**config.mk**
```make
export PLATFORM = sky130hd
export DESIGN_NAME = jk_op_arbiter_flat
export DESIGN_NICKNAME = d
export VERILOG_FILES = /design/src/rtl/jk_op_arbiter_pkg.sv /design/src/rtl/jk_op_arbiter_if.sv /design/src/rtl/jk_op_arbiter_rr.sv /design/src/rtl/jk_op_arbiter.sv /design/src/flat_wrapper.sv
export SDC_FILE = /design/constraint.sdc
export NUM_CORES = 1
export LEC_CHECK = 0
export BUFFER_PORTS_ARGS = -buffer_cell sky130_fd_sc_hd__buf_4
export CELL_PAD_IN_SITES_DETAIL_PLACEMENT = 1
export CELL_PAD_IN_SITES_GLOBAL_PLACEMENT = 1
export CORE_UTILIZATION = 43
export CTS_BUF_LIST = sky130_fd_sc_hd__clkbuf_8
export CTS_CLUSTER_SIZE = 20
export DETAILED_ROUTE_END_ITERATION = 8
export PLACE_DENSITY = 0.86
export SLEW_MARGIN = 0
export SYNTH_ARGS = -nofsm -noshare
export SYNTH_HDL_FRONTEND = slang
export SYNTH_SLANG_ARGS = --single-unit
```
**constraint.sdc**
```tcl
create_clock -name clk -period 3.8 [get_ports clk]
set_input_delay 0.19 -clock clk [delete_from_list [all_inputs] [get_ports clk]]
set_output_delay 0.19 -clock clk [all_outputs]
set_load 0.005 [all_outputs]
```
**src/rtl/jk_op_arbiter_pkg.sv**
```systemverilog
// Shared types and helpers for the JK op arbiter: op codes, FSM states,
// op-to-drive decode and expected readback value.
`timescale 1ns/1ps
package jk_ctrl_pkg;

    typedef enum logic [1:0] {
        OP_HOLD = 2'b00,
        OP_RST  = 2'b01,
        OP_SET  = 2'b10,
        OP_TGL  = 2'b11
    } op_t;

    typedef enum logic [1:0] {
        S_IDLE   = 2'b00,
        S_DRIVE  = 2'b01,
        S_VERIFY = 2'b10,
        S_RESP   = 2'b11
    } state_t;

    // Returns {j,k} for an op
    function automatic logic [1:0] op_to_jk(input op_t op);
        logic [1:0] jk;
        case (op)
            OP_HOLD: jk = 2'b00;
            OP_RST:  jk = 2'b01;
            OP_SET:  jk = 2'b10;
            default: jk = 2'b11;
        endcase
        return jk;
    endfunction

    // Value q must take after the op has been applied to a flop holding q_start
    function automatic logic exp_q(input op_t op, input logic q_start);
        logic e;
        case (op)
            OP_HOLD: e = q_start;
            OP_RST:  e = 1'b0;
            OP_SET:  e = 1'b1;
            default: e = ~q_start;
        endcase
        return e;
    endfunction

endpackage

```
**src/rtl/jk_op_arbiter_if.sv**
```systemverilog
// Requester-side bus of the JK op arbiter: request/op in, grant/done/status out.
`timescale 1ns/1ps
interface jk_req_if #(
    parameter int NREQ = 4,
    parameter int IDW  = 2
);
    logic [NREQ-1:0]   req;
    logic [2*NREQ-1:0] op;
    logic [NREQ-1:0]   grant;
    logic [IDW-1:0]    grant_id;
    logic [NREQ-1:0]   done;
    logic              err;
    logic              busy;

    // Requester logic drives req/op
    modport master (
        output req, op,
        input  grant, grant_id, done, err, busy
    );

    // Arbiter consumes req/op and reports transaction status
    modport slave (
        input  req, op,
        output grant, grant_id, done, err, busy
    );
endinterface

```
**src/rtl/jk_op_arbiter_rr.sv**
```systemverilog
// Combinational round-robin picker: first set request at or after rr_ptr,
// wrapping at NREQ.
`timescale 1ns/1ps
module rr_arbiter #(
    parameter int NREQ = 4,
    parameter int IDW  = 2
) (
    input  logic [NREQ-1:0] req,
    input  logic [IDW-1:0]  rr_ptr,
    output logic [NREQ-1:0] gnt,
    output logic [IDW-1:0]  gnt_id,
    output logic            any_req
);
    logic w_found;
    int   w_idx;

    // Scan requesters starting at the pointer and stop at the first hit
    always_comb begin
        gnt     = '0;
        gnt_id  = '0;
        any_req = |req;
        w_found = 1'b0;
        w_idx   = 0;
        for (int i = 0; i < NREQ; i++) begin
            w_idx = int'(rr_ptr) + i;
            if (w_idx >= NREQ) w_idx = w_idx - NREQ;
            if (!w_found && req[w_idx]) begin
                w_found     = 1'b1;
                gnt[w_idx]  = 1'b1;
                gnt_id      = IDW'(w_idx);
            end
        end
    end
endmodule

```
**src/rtl/jk_op_arbiter.sv**
```systemverilog
// Shares one JK flip-flop between NREQ requesters. Each grant runs
// IDLE -> DRIVE -> VERIFY -> RESP: j/k are driven for one cycle, q is read
// back and compared with the value the op should have produced.
`timescale 1ns/1ps
module jk_op_arbiter
    import jk_ctrl_pkg::*;
#(
    parameter int NREQ = 4,
    parameter int IDW  = 2
) (
    input  logic       clk,
    input  logic       reset,
    jk_req_if.slave    bus,
    output logic       j,
    output logic       k,
    input  logic       q
);
    state_t            r_state;
    logic [IDW-1:0]    r_rr_ptr;
    logic [NREQ-1:0]   r_grant;
    logic [IDW-1:0]    r_grant_id;
    logic [NREQ-1:0]   r_done;
    logic              r_err;
    logic              r_busy;
    logic              r_j;
    logic              r_k;
    op_t               r_op;
    logic              r_q_start;
    logic              r_expected;

    logic [NREQ-1:0]   w_gnt;
    logic [IDW-1:0]    w_gnt_id;
    logic              w_any_req;
    op_t               w_op;
    logic [1:0]        w_jk;

    rr_arbiter #(.NREQ(NREQ), .IDW(IDW)) u_rr (
        .req     (bus.req),
        .rr_ptr  (r_rr_ptr),
        .gnt     (w_gnt),
        .gnt_id  (w_gnt_id),
        .any_req (w_any_req)
    );

    assign w_op = op_t'(bus.op[2*w_gnt_id +: 2]);
    assign w_jk = op_to_jk(w_op);

    // Control FSM and all externally visible registers
    always_ff @(posedge clk or negedge reset) begin
        if (!reset) begin
            r_state    <= S_IDLE;
            r_rr_ptr   <= '0;
            r_grant    <= '0;
            r_grant_id <= '0;
            r_done     <= '0;
            r_err      <= 1'b0;
            r_busy     <= 1'b0;
            r_j        <= 1'b0;
            r_k        <= 1'b0;
        end else begin
            case (r_state)
                S_IDLE: begin
                    if (w_any_req) begin
                        r_grant    <= w_gnt;
                        r_grant_id <= w_gnt_id;
                        r_j        <= w_jk[1];
                        r_k        <= w_jk[0];
                        r_busy     <= 1'b1;
                        r_state    <= S_DRIVE;
                    end
                end
                S_DRIVE: begin
                    r_j     <= 1'b0;
                    r_k     <= 1'b0;
                    r_state <= S_VERIFY;
                end
                S_VERIFY: begin
                    // grant is one-hot on the grantee, so it doubles as the done mask
                    r_done  <= r_grant;
                    r_err   <= (q != r_expected);
                    r_state <= S_RESP;
                end
                default: begin
                    r_grant <= '0;
                    r_busy  <= 1'b0;
                    r_done  <= '0;
                    r_err   <= 1'b0;
                    r_rr_ptr <= (r_grant_id == IDW'(NREQ - 1)) ? '0 : r_grant_id + 1'b1;
                    r_state <= S_IDLE;
                end
            endcase
        end
    end

    // Transaction data: op and starting q captured at grant, expected q computed in DRIVE
    always_ff @(posedge clk) begin
        if (r_state == S_IDLE && w_any_req) begin
            r_op      <= w_op;
            r_q_start <= q;
        end
        if (r_state == S_DRIVE) begin
            r_expected <= exp_q(r_op, r_q_start);
        end
    end

    assign bus.grant    = r_grant;
    assign bus.grant_id = r_grant_id;
    assign bus.done     = r_done;
    assign bus.err      = r_err;
    assign bus.busy     = r_busy;
    assign j            = r_j;
    assign k            = r_k;
endmodule

```
**src/flat_wrapper.sv**
```systemverilog
// flat-port wrapper written by rule: the top's interface ports become plain ports
module jk_op_arbiter_flat import jk_ctrl_pkg::*;
#(
    parameter int NREQ = 4,
    parameter int IDW  = 2
)
  (clk, reset, j, k, q, bus_req, bus_op, bus_grant, bus_grant_id, bus_done, bus_err, bus_busy);
  jk_req_if #(.NREQ(NREQ), .IDW(IDW)) bus_i ();
  input  logic clk;
  input  logic reset;
  output logic j;
  output logic k;
  input  logic q;
  input wire logic [$bits(bus_i.req)-1:0] bus_req;
  input wire logic [$bits(bus_i.op)-1:0] bus_op;
  output wire logic [$bits(bus_i.grant)-1:0] bus_grant;
  output wire logic [$bits(bus_i.grant_id)-1:0] bus_grant_id;
  output wire logic [$bits(bus_i.done)-1:0] bus_done;
  output wire logic [$bits(bus_i.err)-1:0] bus_err;
  output wire logic [$bits(bus_i.busy)-1:0] bus_busy;
  assign bus_i.req = bus_req;
  assign bus_i.op = bus_op;
  assign bus_grant = bus_i.grant;
  assign bus_grant_id = bus_i.grant_id;
  assign bus_done = bus_i.done;
  assign bus_err = bus_i.err;
  assign bus_busy = bus_i.busy;
  jk_op_arbiter #(.NREQ(NREQ), .IDW(IDW)) u_core (.clk(clk), .reset(reset), .bus(bus_i), .j(j), .k(k), .q(q));
endmodule
```
* Word level (Yosys, flattened, before mapping)
Cells that the tools add are included.
** Storage, ports and cells
- Output and inout bits :: 14
- Memory bits (writable) :: 0
- Flip-flop bits (word level) :: 22
- Memories :: 0
- Latch bits :: 0
- Bits in read-only memories :: 0
- Bits of input ports :: 15
** Operators by class
- Shift operators :: 1
- Order comparisons :: 12
- $add $sub $neg :: 8
- Bitwise logic cells :: 5
- Multiplexer cells :: 50
- Reduce and logical (&&, ||, !) cells :: 22
- Multipliers :: 0
- Div/mod/pow operators :: 0
- Equality and inequality tests :: 9
** Operator list (count)
- $ge 32x1->1 const B :: 4
- $lt 32x4->1 const B :: 4
- $mux 32 :: 4
- $mux 4 :: 5
- $mux 1 :: 18
- $pmux 4 s2 :: 2
- $mux 2 :: 6
- $or 4x4->4 :: 3
- $pmux 2 s3 :: 2
- $sub 3x3->4 const B :: 3
- $ge 3x3->1 const B :: 3
- $bmux 1 s2 :: 4
- $demux 1 s2 :: 4
- $eq 2x2->1 const B :: 4
- $logic_and 1x1->1 :: 8
- $pmux 1 s2 :: 4
- $shiftx 8x4->2 :: 1
- $add 2x2->3 const B :: 2
- $eq 2x1->1 const B :: 3
- $logic_not 2->1 :: 3
- $reduce_and 2->1 :: 3
- $reduce_or 2->1 :: 2
- $reduce_or 4->1 :: 1
- $sub 2x3->4 const B :: 1
- 10 further kinds :: 13

* Longest topological paths before layout
Gate-level depths: netlist of run 1.
- Depth after elaboration :: 20
- Depth in mapped cells :: 10

* Modules after synthesis
From an unflattened synthesis of run 1, not the netlist that was laid out.
** Second synthesis, totals
- Cells, all modules :: 131
- Area, all modules :: 1472.7 um2
** By module, submodules not included
- jk_op_arbiter :: cells each 81, area an instance 1008.5 um2, times used 1
- rr_arbiter :: cells each 50, area an instance 464.2 um2, times used 1

* Worst setup path before layout of run 1
No wires, ideal clock.
- Path kind :: flip-flop to flip-flop
- From :: register u_core.r_rr_ptr[0]
- To :: register u_core.r_op[0] (data pin)
- Setup slack :: 1.116 ns
- Period minus slack after synthesis :: 2.684 ns
- Path buffers :: 2
- Setup time :: 0.257 ns
- Stages on the path, launching flop included :: 11
- Arrival time :: 2.428 ns
- Cell sequence :: dfrtp_1 -> buf_2 -> inv_1 -> ha_1 -> clkbuf_1 -> mux4_2 -> nor2b_4 -> and2_4 -> nor2_2 -> o21a_1 -> a32o_1
** On the way
- Cells in the longest elaborated chain, start to end :: 16
- Elaborated cells on any way between the ends :: 41
** Ends and longest elaborated chain
- start, declared :: RTL line jk_op_arbiter.sv:19 : logic [IDW-1:0] r_rr_ptr;
- start signal, assigned :: RTL line jk_op_arbiter.sv:88 : r_rr_ptr <= (r_grant_id == IDW'(NREQ - 1)) ? '0 : r_grant_id + 1'b1;
- parallel branches: the longest is 14 deep, another holds $sub 3x3->4
- $mux 2 * :: RTL line jk_op_arbiter_rr.sv:27 : if (!w_found && req[w_idx]) begin
- $shiftx 8x4->2 * :: RTL line jk_op_arbiter.sv:45 : assign w_op = op_t'(bus.op[2*w_gnt_id +: 2]);
- via u_core.w_op[0] :: RTL line jk_op_arbiter.sv:34 : op_t w_op;
- end signal, assigned :: RTL line jk_op_arbiter.sv:98 : r_op <= w_op;
- end, declared :: RTL line jk_op_arbiter.sv:27 : op_t r_op;
Mark *: on every way through the listed nets, which the timed path passes. The select of a mux whose other input is x is not followed.
A chain may end at the register's enable or synchronous reset.

* Worst setup path in the final report of run 1
- From :: register u_core.r_rr_ptr[1]
- To :: register u_core.r_op[0] (data pin)
The elaborated chain is that of the path after synthesis.

==> implementation parameters, run 1 <==
Parameter                              Value

Worst setup path
  Cell family contributing the most delay on the critical path ... flip-flops
  Required time at the endpoint of the critical path ... ~3.8 ns
  Arrival time worst endpoint ... 2.76 ns
  Levels on crit path ... 8
  Crit Path Class ... reg2reg
  Count of buffer and inverter cells on the critical path ... 1
  Largest incremental delay on the critical path ... roughly 0.6 ns
  Worst flop-to-flop path startpoint ... u_core.r_rr_ptr[1]
  Reg2Reg Depth ... 8
  Crit path launch ... u_core.r_rr_ptr[1]
  Category of the worst setup path capture point ... flop
  Worst r2r dst ... u_core.r_op[0]
  CP Capture Point ... u_core.r_op[0]
  Category of the worst setup path launch point ... flop
  Worst path cell trace ... inv_1 -> ha_1 -> mux4_2 -> nor2b_4 -> and2_4 -> nor2_2 -> o21a_1 -> a32o_1
  Worst-case register-to-register setup slack ... 1.06 ns
  Largest fanout of any net on the critical path ... 11
  Library cell contributing the largest single delay on the critical path ... dfrtp_1

Floorplanning
  Starting utilization of the core area ... a little under half
  Number of rows in the core area ... 22
  Height of the chip ... ~64 um
  Total I/O pin count ... 29
  Die footprint ... 4090 sq um
  Core area ... 3660 sq um
  Overall die width ... 64.0 um

Routing
  Post-route antenna net violation count ... 0
  Number of DRC markers after the initial detailed-route iteration ... 38
  Routed wire length ... about 4.4 mm
  Drt wl/cell ... ~17 um
  Via Count ... 1,495
  Mean number of vias per cell ... roughly 5.7
  Remaining routing DRC violations ... 0
  Detailed-routing iteration count for the pre-antenna-repair pass ... 4

Synthesis
  Mapped Cells ... approximately 190
  Register bit total from synthesis ... 22
  Average footprint of a synthesized cell ... between 8 and 9 sq um
  Count of flip-flops with a built-in enable after synthesis ... 4
  Number of distinct standard cells referenced by the synthesized netlist ... between 40 and 50
  Share of synthesized registers carrying an async set or reset ... ~82%
  Syn nets ... around 210
  Share of the yosys chip area belonging to registers ... between 30% and 40%
  Dominant synthesized flop cell ... dfrtp_1
  Top post-synthesis cells by count ... nand2_1, dfrtp_1, o21ai_0
  Number of warning messages in the yosys log ... 0
  Area leader, netlist ... dfrtp_1
  Biggest area contributors in the synthesized netlist ... dfrtp_1, edfxtp_1, ha_1, nand2_1, o21ai_0
  Area share of the largest cell type after synthesis ... 27.3%
  Most used standard cell by instance count after synthesis ... nand2_1
  Cell Area, Synth ... approximately 1700 sq um

Min path
  Min-Delay Path Class ... in2reg

Cells and area
  Nets ... around 240
  Post-route core utilization ... a little over half
  Fraction of layout instances using a drive strength above 1 ... ~22%
  Antenna cell count ... 0
  Count of non-filler cells in the finished layout ... between 200 and 300
  Layout-stage area growth over the synthesis result ... 17.3%
  Total of fill cells in the finished design ... around 440

STA
  Final Hold Vio Count ... 0
  Post-Route Skew ... ~0.0014 ns
  Hold slack ... 0.115 ns
  Remaining max-slew budget at the tightest pin ... between 60% and 70%
  Period Utilization, post-route ... 72.2%
  Time the worst path needs with I/O delays and setup ... 2.74 ns
  Maximum clock frequency ... between 0.3 and 0.4 GHz
  Finish-stage setup viols ... 0
  Unrepaired setup endpoints after global routing ... false
  Setup TNS ... 0 ns
  Slew of the pin with the lowest slew margin ... ~0.54 ns
  Final-report max-slew violation count ... 0

Flow run
  Max_cap viols ... 0

Clocking
  Clock latency on the worst-skew pair ... roughly 0.26 ns
  Clock tree from TritonCTS ... built
  Cell at the root of the clock tree ... clkbuf_8
  Clock slew seen by the registers of the worst setup and hold paths ... roughly 0.080 ns
  Clock buffer count from CTS ... 3
  Number of buffers between clock root and the deepest sink ... 2
  Number of sinks driven by the clock tree ... 22
  Count of H-tree levels built during CTS ... 1

Place
  Number of port buffers ... 28
  Final HPWL DP ... approximately 3.4 mm
  Global placer's final weighted congestion ... between 0.9 and 1
  Cell count after placement ... 256

Global route
  Gr ovfl total ... 0
  Via count of the first global-routing pass ... 1,543
  Largest net degree at the start of global routing ... 23
  All-Layer GR Usage ... around 22%
  Number of antenna violations at the first check in global routing ... 0
  First-pass GRT wire length ... 7.22 mm

Power
  Maximum VDD drop ... 0.442 mV
  Power density over cell area ... 860 nW/um^2
  Leakage power figure ... about 0.88 nW

Status
  Run status ... finished, final reports clean
cell usage in the layout (no fill, tap or decap), types with 4 or more instances in the layout:
cell type   n
edfxtp_1    4
buf_4      30
nor2_1     13
nand2_1    28
o21ai_1     6
o21a_1      4
o21bai_1    6
a21oi_1     7
a22oi_1     5
inv_1      11
o21ai_0    14
dfrtp_1    18
ha_1        9
power by group:
group,internal (mW),switching (mW)
sequential,0.360,0.0836
clock,0.0722,0.0809
combinational,0.460,0.609
total,0.892,0.773
what timing repair did:
item | 4_1_cts | 5_1_grt
endpoints found under the hold margin | 18 | 0
hold buffers | 1 | 0
setup buffers | 0 | 0
gates resized for setup | 0 | 0
stage by stage:
step / total power, mW / setup WS (ns) / area (sq um)
global placement: 1.44 / 1.23 / 1880
global route: 1.80 / 0.910 / 1940
CTS: 1.67 / 1.06 / 1940
floorplan: 1.19 / 1.12 / 1650
finish: 1.66 / 1.06 / 1940
detailed placement: 1.51 / 1.07 / 1880
state kept, by name, indices dropped and copies added, names as in the netlist:
name,flops
u_core.bus.done,4
u_core.bus.grant,4
u_core.bus.grant_id,2
u_core.r_op,2
u_core.r_rr_ptr,2
u_core.r_state,2
u_core.bus.busy,1
u_core.bus.err,1
u_core.j,1
u_core.k,1
u_core.r_expected,1
u_core.r_q_start,1
cell type report:
class	count	area (sq um)	area share, %
multi-input cells	145	983	50.8
flip-flops and latches	22	571	29.5
clock buffers	3	41.3	2.13
well taps	48	60.1	3.10
clock inverters	1	3.75	0.194
inverters	11	41.3	2.13
repair buffers	31	235	12.2
layer usage:
metal | part of all wire (%) | global-route usage, % | vias up
li1 | - | - | 728
met1 | 46 | 28.6 | 744
met2 | 51 | 41.1 | 21
met3 | 2.3 | 1.61 | 2
met4 | 0.52 | 4.55 | 0
met5 | 0 | 0 | -
cells by family (layout without fill, tap and decap cells):
logic type	Yosys count	in the layout	synth area share, %
adders and majority gates	9	9	6.82
muxes	10	10	8.34
buffers and inverters	22	46	5.84
AOI/OAI and AO/OA	61	61	24.6
and+or+nand+nor	64	64	19.3
xor gates and xnor gates	1	1	0.531
DFF	22	22	34.6
how the worst min path moves through the flow:
stage	cells past startpoint	startpoint	endpoint	slack [ns]
3_3_place_gp	1	reset	u_core.bus.busy	0.08
4_1_cts	1	q	u_core.r_q_start	0.11
6_report	1	q	u_core.r_q_start	0.11
2_1_floorplan	0	reset	u_core.bus.busy	-0.11
3_5_place_dp	1	reset	u_core.bus.done[2]	0.09
5_1_grt	1	q	u_core.r_q_start	0.11
worst reg2reg max path, stage by stage, from the launching register on:
cell     delay (ns)
dfrtp_1        0.59
inv_1          0.14
ha_1           0.49
mux4_2         0.44
nor2b_4        0.21
and2_4         0.19
nor2_2         0.05
o21a_1         0.18
a32o_1         0.21
(Power assumes the default switching activity.)
==> run 2, diff against run 1 <==
==> constraint.sdc (replaced) <==
create_clock -name clk -period 2.8 [get_ports clk]
set_input_delay 0.14 -clock clk [delete_from_list [all_inputs] [get_ports clk]]
set_output_delay 0.14 -clock clk [all_outputs]
set_load 0.005 [all_outputs]
==> run 2 against run 1 <==
Compared with the run above: final cell count grew 0.38%; combinational power grew 39%; fmax grew 10%; global-route usage grew 0.85 points; via count grew 1.2%; non-clock buffer count grew 1; routed wire length grew 1.8%; clock power grew 54%; sequential cell count is the same; register-to-register slack lost 0.75 ns; clock skew grew 0.0038 ns.
==> implementation parameters, run 2 (same netlist as run 1, synthesis figures left out) <==
Parameter                              Value

STA
  Final-report max-slew violation count ... 0 (unchanged)
  Unrepaired setup endpoints after global routing ... false
  Maximum clock frequency ... 0.401 GHz (+10%)
  Post-Route Skew ... 0.00520 ns (+0.00383 ns)
  Slew of the pin with the lowest slew margin ... 0.527 ns (-0.0124 ns)
  Period Utilization, post-route ... 89.0% (+17 points)
  Time the worst path needs with I/O delays and setup ... 2.49 ns (-0.249 ns)
  Finish-stage setup viols ... 0 (unchanged)
  Final Hold Vio Count ... 0 (unchanged)
  Remaining max-slew budget at the tightest pin ... 64.6% (+0.83 points)
  Setup TNS ... 0 ns (unchanged)

Routing
  Post-route antenna net violation count ... 0 (unchanged)
  Number of DRC markers after the initial detailed-route iteration ... 38 (unchanged)
  Mean number of vias per cell ... 5.77 (+0.82%)
  Via Count ... 1,513 (+1.2%)
  Remaining routing DRC violations ... 0 (unchanged)
  Routed wire length ... 4.47 mm (+1.8%)
  Detailed-routing iteration count for the pre-antenna-repair pass ... 4 (unchanged)
  Drt wl/cell ... 17.0 um (+1.4%)

Cells and area
  Nets ... 239 (+0.42%)
  Count of non-filler cells in the finished layout ... 262 (+0.38%)
  Most frequent standard cell in the layout excluding fill and tap cells ... buf_4
  Total of fill cells in the finished design ... 446 (+0.45%)
  Highest-count cells in the layout ignoring fill and taps ... buf_4, nand2_1, dfrtp_1
  Antenna cell count ... 0 (unchanged)
  Fraction of layout instances using a drive strength above 1 ... 22.4% (+0.83 points)
  Layout-stage area growth over the synthesis result ... 18.3%
  Post-route core utilization ... 53.3% (+0.48 points)

Worst setup path
  Worst flop-to-flop path startpoint ... u_core.r_rr_ptr[0]
  Arrival time worst endpoint ... 2.52 ns (-0.24 ns)
  Crit Path Class ... reg2reg
  Largest fanout of any net on the critical path ... 10 (-1)
  Worst r2r dst ... u_core.r_op[0]
  Category of the worst setup path launch point ... flop
  Category of the worst setup path capture point ... flop
  Worst-case register-to-register setup slack ... 0.31 ns (-0.75 ns)
  Reg2Reg Depth ... 8 (unchanged)
  Required time at the endpoint of the critical path ... 2.83 ns (-0.99 ns)

Clocking
  Number of sinks driven by the clock tree ... 22 (unchanged)
  Total setup buffers inserted after CTS ... 0 (unchanged)
  Clock buffer count from CTS ... 3 (unchanged)
  Clock tree from TritonCTS ... built
  Cell at the root of the clock tree ... clkbuf_8
  Count of H-tree levels built during CTS ... 1 (unchanged)
  Clock slew seen by the registers of the worst setup and hold paths ... 0.08 ns (about the same)
  Count of hold buffers inserted by post-cts repair ... 1 (unchanged)
  Post-CTS resize count ... 0 (unchanged)
  Clock latency on the worst-skew pair ... 0.27 ns (about the same)
  Number of buffers between clock root and the deepest sink ... 2 (unchanged)

Min path
  Min-delay src ... q
  Worst hold path depth ... 1 (unchanged)
  Endpoint of the worst hold-timing path ... u_core.r_q_start
  Min-Delay Path Class ... in2reg

Floorplanning
  Height of the chip ... 64.0 um (unchanged)
  Overall die width ... 64.0 um (unchanged)
  Die footprint ... 4090 sq um (unchanged)
  Total I/O pin count ... 29 (unchanged)
  Starting utilization of the core area ... 45.1% (unchanged)
  Core area ... 3660 sq um (unchanged)
  Number of rows in the core area ... 22 (unchanged)

Power
  Total chip power ... 2.31 mW (+39%)
  Leakage power figure ... 0.890 nW (+1.2%)
  Power density over cell area ... 1180 nW/um^2 (+38%)
  Maximum VDD drop ... 0.510 mV (+15%)

Place
  Number of port buffers ... 28 (unchanged)
  Global placer's final weighted congestion ... 0.957 (+6.0%)
  Final HPWL DP ... 3.39 mm (about the same)
  Cell count after placement ... 257 (+0.39%)

Global route
  First-pass GRT wire length ... 7.50 mm (+3.9%)
  All-Layer GR Usage ... 23.3% (+0.85 points)
  Number of antenna violations at the first check in global routing ... 0 (unchanged)
  Largest net degree at the start of global routing ... 23 (unchanged)
  Via count of the first global-routing pass ... 1,571 (+1.8%)
  Gr ovfl total ... 0 (unchanged)

Status
  Run status ... finished, final reports clean

Flow run
  Max_cap viols ... 0 (unchanged)
==> run 2: cell types whose count changed in the layout (fill, tap and decap cells not counted) <==
| cell | previous run | this run |
|---|---|---|
| clkinv_1 | 1 | 0 |
| clkbuf_8 | 3 | 4 |
| buf_4 | 30 | 31 |
==> run 2: worst max path at each step <==
| stage | cells after the start | to | from |
|---|---|---|---|
| 2_1_floorplan | 10 | u_core.r_op[1] | u_core.r_rr_ptr[0] |
| 3_3_place_gp | 8 | u_core.r_op[0] | u_core.r_rr_ptr[0] |
| 3_5_place_dp | 8 | u_core.r_op[0] | u_core.r_rr_ptr[0] |
| 4_1_cts | 8 | u_core.r_op[0] | u_core.r_rr_ptr[0] |
| 5_1_grt | 8 | u_core.r_op[1] | u_core.r_rr_ptr[0] |
| 6_report | 8 | u_core.r_op[0] | u_core.r_rr_ptr[0] |
==> run 2: final cells by class <==
class                      instances  area (sq um)  share of cell area (%)
clock buffer                       4          55.1                    2.82
timing repair buffer              32           243                    12.4
tap                               48          60.1                    3.07
sequential                        22           571                    29.2
inverter                          11          41.3                    2.11
multi-input combinational        145           983                    50.4
==> run 2: report_power, final <==
part / internal [mW] / switching (mW) / total (mW)
combinational: 0.632 / 0.860 / 1.49
sequential: 0.489 / 0.0975 / 0.587
clock: 0.126 / 0.110 / 0.235
==> run 2: stage by stage <==
step / hold WS (ns) / cell area [sq um] / setup slack (ns)
4_1_cts: 0.0699 / 1950 / 0.306
6_report: 0.0657 / 1950 / 0.307
3_5_place_dp: 0.0270 / 1890 / 0.329
2_1_floorplan: -0.156 / 1650 / 0.116
3_3_place_gp: 0.0270 / 1890 / 0.466
5_1_grt: 0.0683 / 1950 / 0.142
==> run 2: metal layers <==
layer  up-vias  track usage, %  share of wire (%)
li1        733               -                  -
met1       749            28.9                 45
met2        25            42.0                 51
met3         6            1.61                1.7
met4         0            8.24                1.5
met5         -               0                  0
==> run 2: critical path, stage by stage, from the launching register on <==
cell	delay [ns]
dfrtp_1	0.36
inv_1	0.11
ha_1	0.48
mux4_2	0.43
nor2b_4	0.23
and2_4	0.19
nor2_2	0.05
o21a_1	0.19
a32o_1	0.20
==> run 3, diff against run 2 <==
--- a/config.mk
+++ b/config.mk
@@ -6,13 +6,11 @@
 export NUM_CORES = 1
 export LEC_CHECK = 0
 export BUFFER_PORTS_ARGS = -buffer_cell sky130_fd_sc_hd__buf_4
-export CELL_PAD_IN_SITES_DETAIL_PLACEMENT = 1
-export CELL_PAD_IN_SITES_GLOBAL_PLACEMENT = 1
-export CORE_UTILIZATION = 43
+export CORE_UTILIZATION = 45
 export CTS_BUF_LIST = sky130_fd_sc_hd__clkbuf_8
 export CTS_CLUSTER_SIZE = 20
 export DETAILED_ROUTE_END_ITERATION = 8
-export PLACE_DENSITY = 0.86
+export PLACE_DENSITY = 0.71
 export SLEW_MARGIN = 0
 export SYNTH_ARGS = -nofsm -noshare
 export SYNTH_HDL_FRONTEND = slang
==> run 3 against run 2 <==
Compared with the run above: via count is 1.4% lower; register-to-register slack is essentially flat; die area decreased by 4.3%; worst hold slack improved by 0.014 ns; clock skew grew 0.0033 ns; utilization increased by 3.8 points; sequential share of layout area is essentially flat; sequential cell count did not move; routed wire length decreased by 16%; final cell count down 0.76%; largest power group unchanged.
==> implementation parameters, run 3 (same netlist as run 1, synthesis figures left out) <==
Parameter                              Value

Worst setup path
  Arrival time worst endpoint ... 2.50 ns (-0.02 ns)
  Levels on crit path ... 8 (unchanged)
  Category of the worst setup path launch point ... flop
  Worst r2r dst ... u_core.r_op[0]
  CP Capture Point ... u_core.r_op[0]
  Reg2Reg Depth ... 8 (unchanged)
  Count of buffer and inverter cells on the critical path ... 1 (unchanged)
  Largest incremental delay on the critical path ... 0.47 ns (about the same)
  Cell family contributing the most delay on the critical path ... simple AND/OR/NAND/NOR gates
  Crit Path Class ... reg2reg
  Largest fanout of any net on the critical path ... 10 (unchanged)
  Library cell contributing the largest single delay on the critical path ... ha_1
  Worst-case register-to-register setup slack ... 0.32 ns (about the same)
  Crit path launch ... u_core.r_rr_ptr[0]
  Worst flop-to-flop path startpoint ... u_core.r_rr_ptr[0]
  Worst path cell trace ... inv_1 -> ha_1 -> mux4_2 -> nor2b_4 -> and2_4 -> nor2_2 -> o21a_1 -> a32o_1
  Required time at the endpoint of the critical path ... 2.81 ns (-0.02 ns)
  Category of the worst setup path capture point ... flop

STA
  Time the worst path needs with I/O delays and setup ... 2.48 ns (-0.0106 ns)
  Final-report max-slew violation count ... 0 (unchanged)
  Final Hold Vio Count ... 0 (unchanged)
  Maximum clock frequency ... 0.403 GHz (+0.43%)
  Slew of the pin with the lowest slew margin ... 0.478 ns (-0.0495 ns)
  Finish-stage setup viols ... 0 (unchanged)
  Unrepaired setup endpoints after global routing ... false
  Setup TNS ... 0 ns (unchanged)
  Remaining max-slew budget at the tightest pin ... 67.9% (+3.3 points)
  Min setup slack post-route ... 0.317 ns (+0.0106 ns)
  Post-Route Skew ... 0.00848 ns (+0.00328 ns)
  Period Utilization, post-route ... 88.7% (-0.38 points)

Floorplanning
  Die footprint ... 3910 sq um (-4.3%)
  Starting utilization of the core area ... 48.3% (+3.2 points)
  Number of rows in the core area ... 21 (-4.5%)
  Overall die width ... 62.6 um (-2.2%)
  Total I/O pin count ... 29 (unchanged)
  Height of the chip ... 62.6 um (-2.2%)
  Core area ... 3420 sq um (-6.7%)

Power
  Leakage power figure ... 0.890 nW (unchanged)
  Power density over cell area ... 1150 nW/um^2 (-2.6%)
  Maximum VDD drop ... 0.516 mV (+1.1%)

Clocking
  Cell at the root of the clock tree ... clkbuf_8
  Count of H-tree levels built during CTS ... 1 (unchanged)
  Clock buffer count from CTS ... 3 (unchanged)
  Post-CTS resize count ... 0 (unchanged)
  Number of buffers between clock root and the deepest sink ... 2 (unchanged)
  Clock slew seen by the registers of the worst setup and hold paths ... 0.07 ns (about the same)
  Clock tree from TritonCTS ... built
  Number of sinks driven by the clock tree ... 22 (unchanged)
  Clock latency on the worst-skew pair ... 0.26 ns (about the same)

Place
  Global placer's final weighted congestion ... 0.927 (-3.1%)
  Final HPWL DP ... 2.87 mm (-15%)
  Placed cell areas ... 1890 sq um (-0.13%)
  Number of port buffers ... 28 (unchanged)
  Worst slack, placed ... 0.350 ns (+0.0212 ns)

Routing
  Detailed-routing iteration count for the pre-antenna-repair pass ... 4 (unchanged)
  Remaining routing DRC violations ... 0 (unchanged)
  Via Count ... 1,492 (-1.4%)
  Routed wire length ... 3.73 mm (-16%)
  Mean number of vias per cell ... 5.74 (-0.63%)
  Post-route antenna net violation count ... 0 (unchanged)
  Drt wl/cell ... 14.4 um (-16%)
  Number of DRC markers after the initial detailed-route iteration ... 62 (+63%)

Cells and area
  Antenna cell count ... 0 (unchanged)
  Nets ... 239 (unchanged)
  Layout-stage area growth over the synthesis result ... 18.2%
  Highest-count cells in the layout ignoring fill and taps ... buf_4, nand2_1, dfrtp_1
  Cell area after layout ... 1950 sq um (-0.13%)
  Fraction of layout instances using a drive strength above 1 ... 22.4% (unchanged)
  Most frequent standard cell in the layout excluding fill and tap cells ... buf_4
  Total of fill cells in the finished design ... 317 (-29%)

Global route
  First-pass GRT wire length ... 6.61 mm (-12%)
  Gr ovfl total ... 0 (unchanged)
  All-Layer GR Usage ... 20.8% (-2.4 points)
  Via count of the first global-routing pass ... 1,455 (-7.4%)
  Largest net degree at the start of global routing ... 23 (unchanged)
  Number of antenna violations at the first check in global routing ... 0 (unchanged)

Min path
  Min-Delay Path Class ... in2reg

Flow run
  Max_cap viols ... 0 (unchanged)

Status
  Run status ... finished, final reports clean
[run 3: cell counts in the layout (fill, tap and decap cells not counted)]
No cell type changed its count.
[run 3: cell type report]
class	count	area, sq um	area share (%)
multi-input combinational	145	983	50.4
sequential	22	571	29.2
timing repair buffer	32	243	12.4
tap	46	57.6	2.95
clock buffer	4	55.1	2.82
inverter	11	41.3	2.12
[run 3: worst min path at each step]
stage                      from                  end  slack [ns]  cells past startpoint
final                         q     u_core.r_q_start        0.08                      1
after global routing          q     u_core.r_q_start        0.08                      1
after CTS                     q     u_core.r_q_start        0.08                      1
after detailed placement  reset  u_core.bus.grant[2]        0.02                      1
after global placement    reset  u_core.bus.grant[2]        0.02                      1
after floorplan           reset      u_core.bus.busy       -0.16                      0
[run 3: per-stage QoR]
step | power [mW] | utilization [%] | hold WS (ns) | instances
2_1_floorplan | 1.61 | - | -0.156 | 189
3_3_place_gp | 1.97 | 55.2 | 0.0172 | 255
3_5_place_dp | 2.02 | 55.2 | 0.0221 | 255
4_1_cts | 2.25 | 57.1 | 0.0763 | 260
5_1_grt | 2.48 | 57.1 | 0.0750 | 260
6_report | 2.25 | 57.1 | 0.0799 | 260
[run 3: power breakdown]
part | leakage, nW | switching (mW) | total (mW) | internal, mW
Combinational | 0.592 | 0.812 | 1.44 | 0.631
Clock | 0.0288 | 0.102 | 0.227 | 0.125
Sequential | 0.269 | 0.0921 | 0.581 | 0.489
[run 3: routing by layer]
metal	vias up	GRT usage, %	share of wire [%]
met5	-	0	0
met4	0	5.81	2.0
met3	11	3.65	3.6
met2	42	35.6	51
met1	710	26.9	43
li1	729	-	-
[run 3: timing repair]
item	CTS	global route
setup buffers	0	0
hold buffers	1	0
endpoints found under the hold margin	18	0
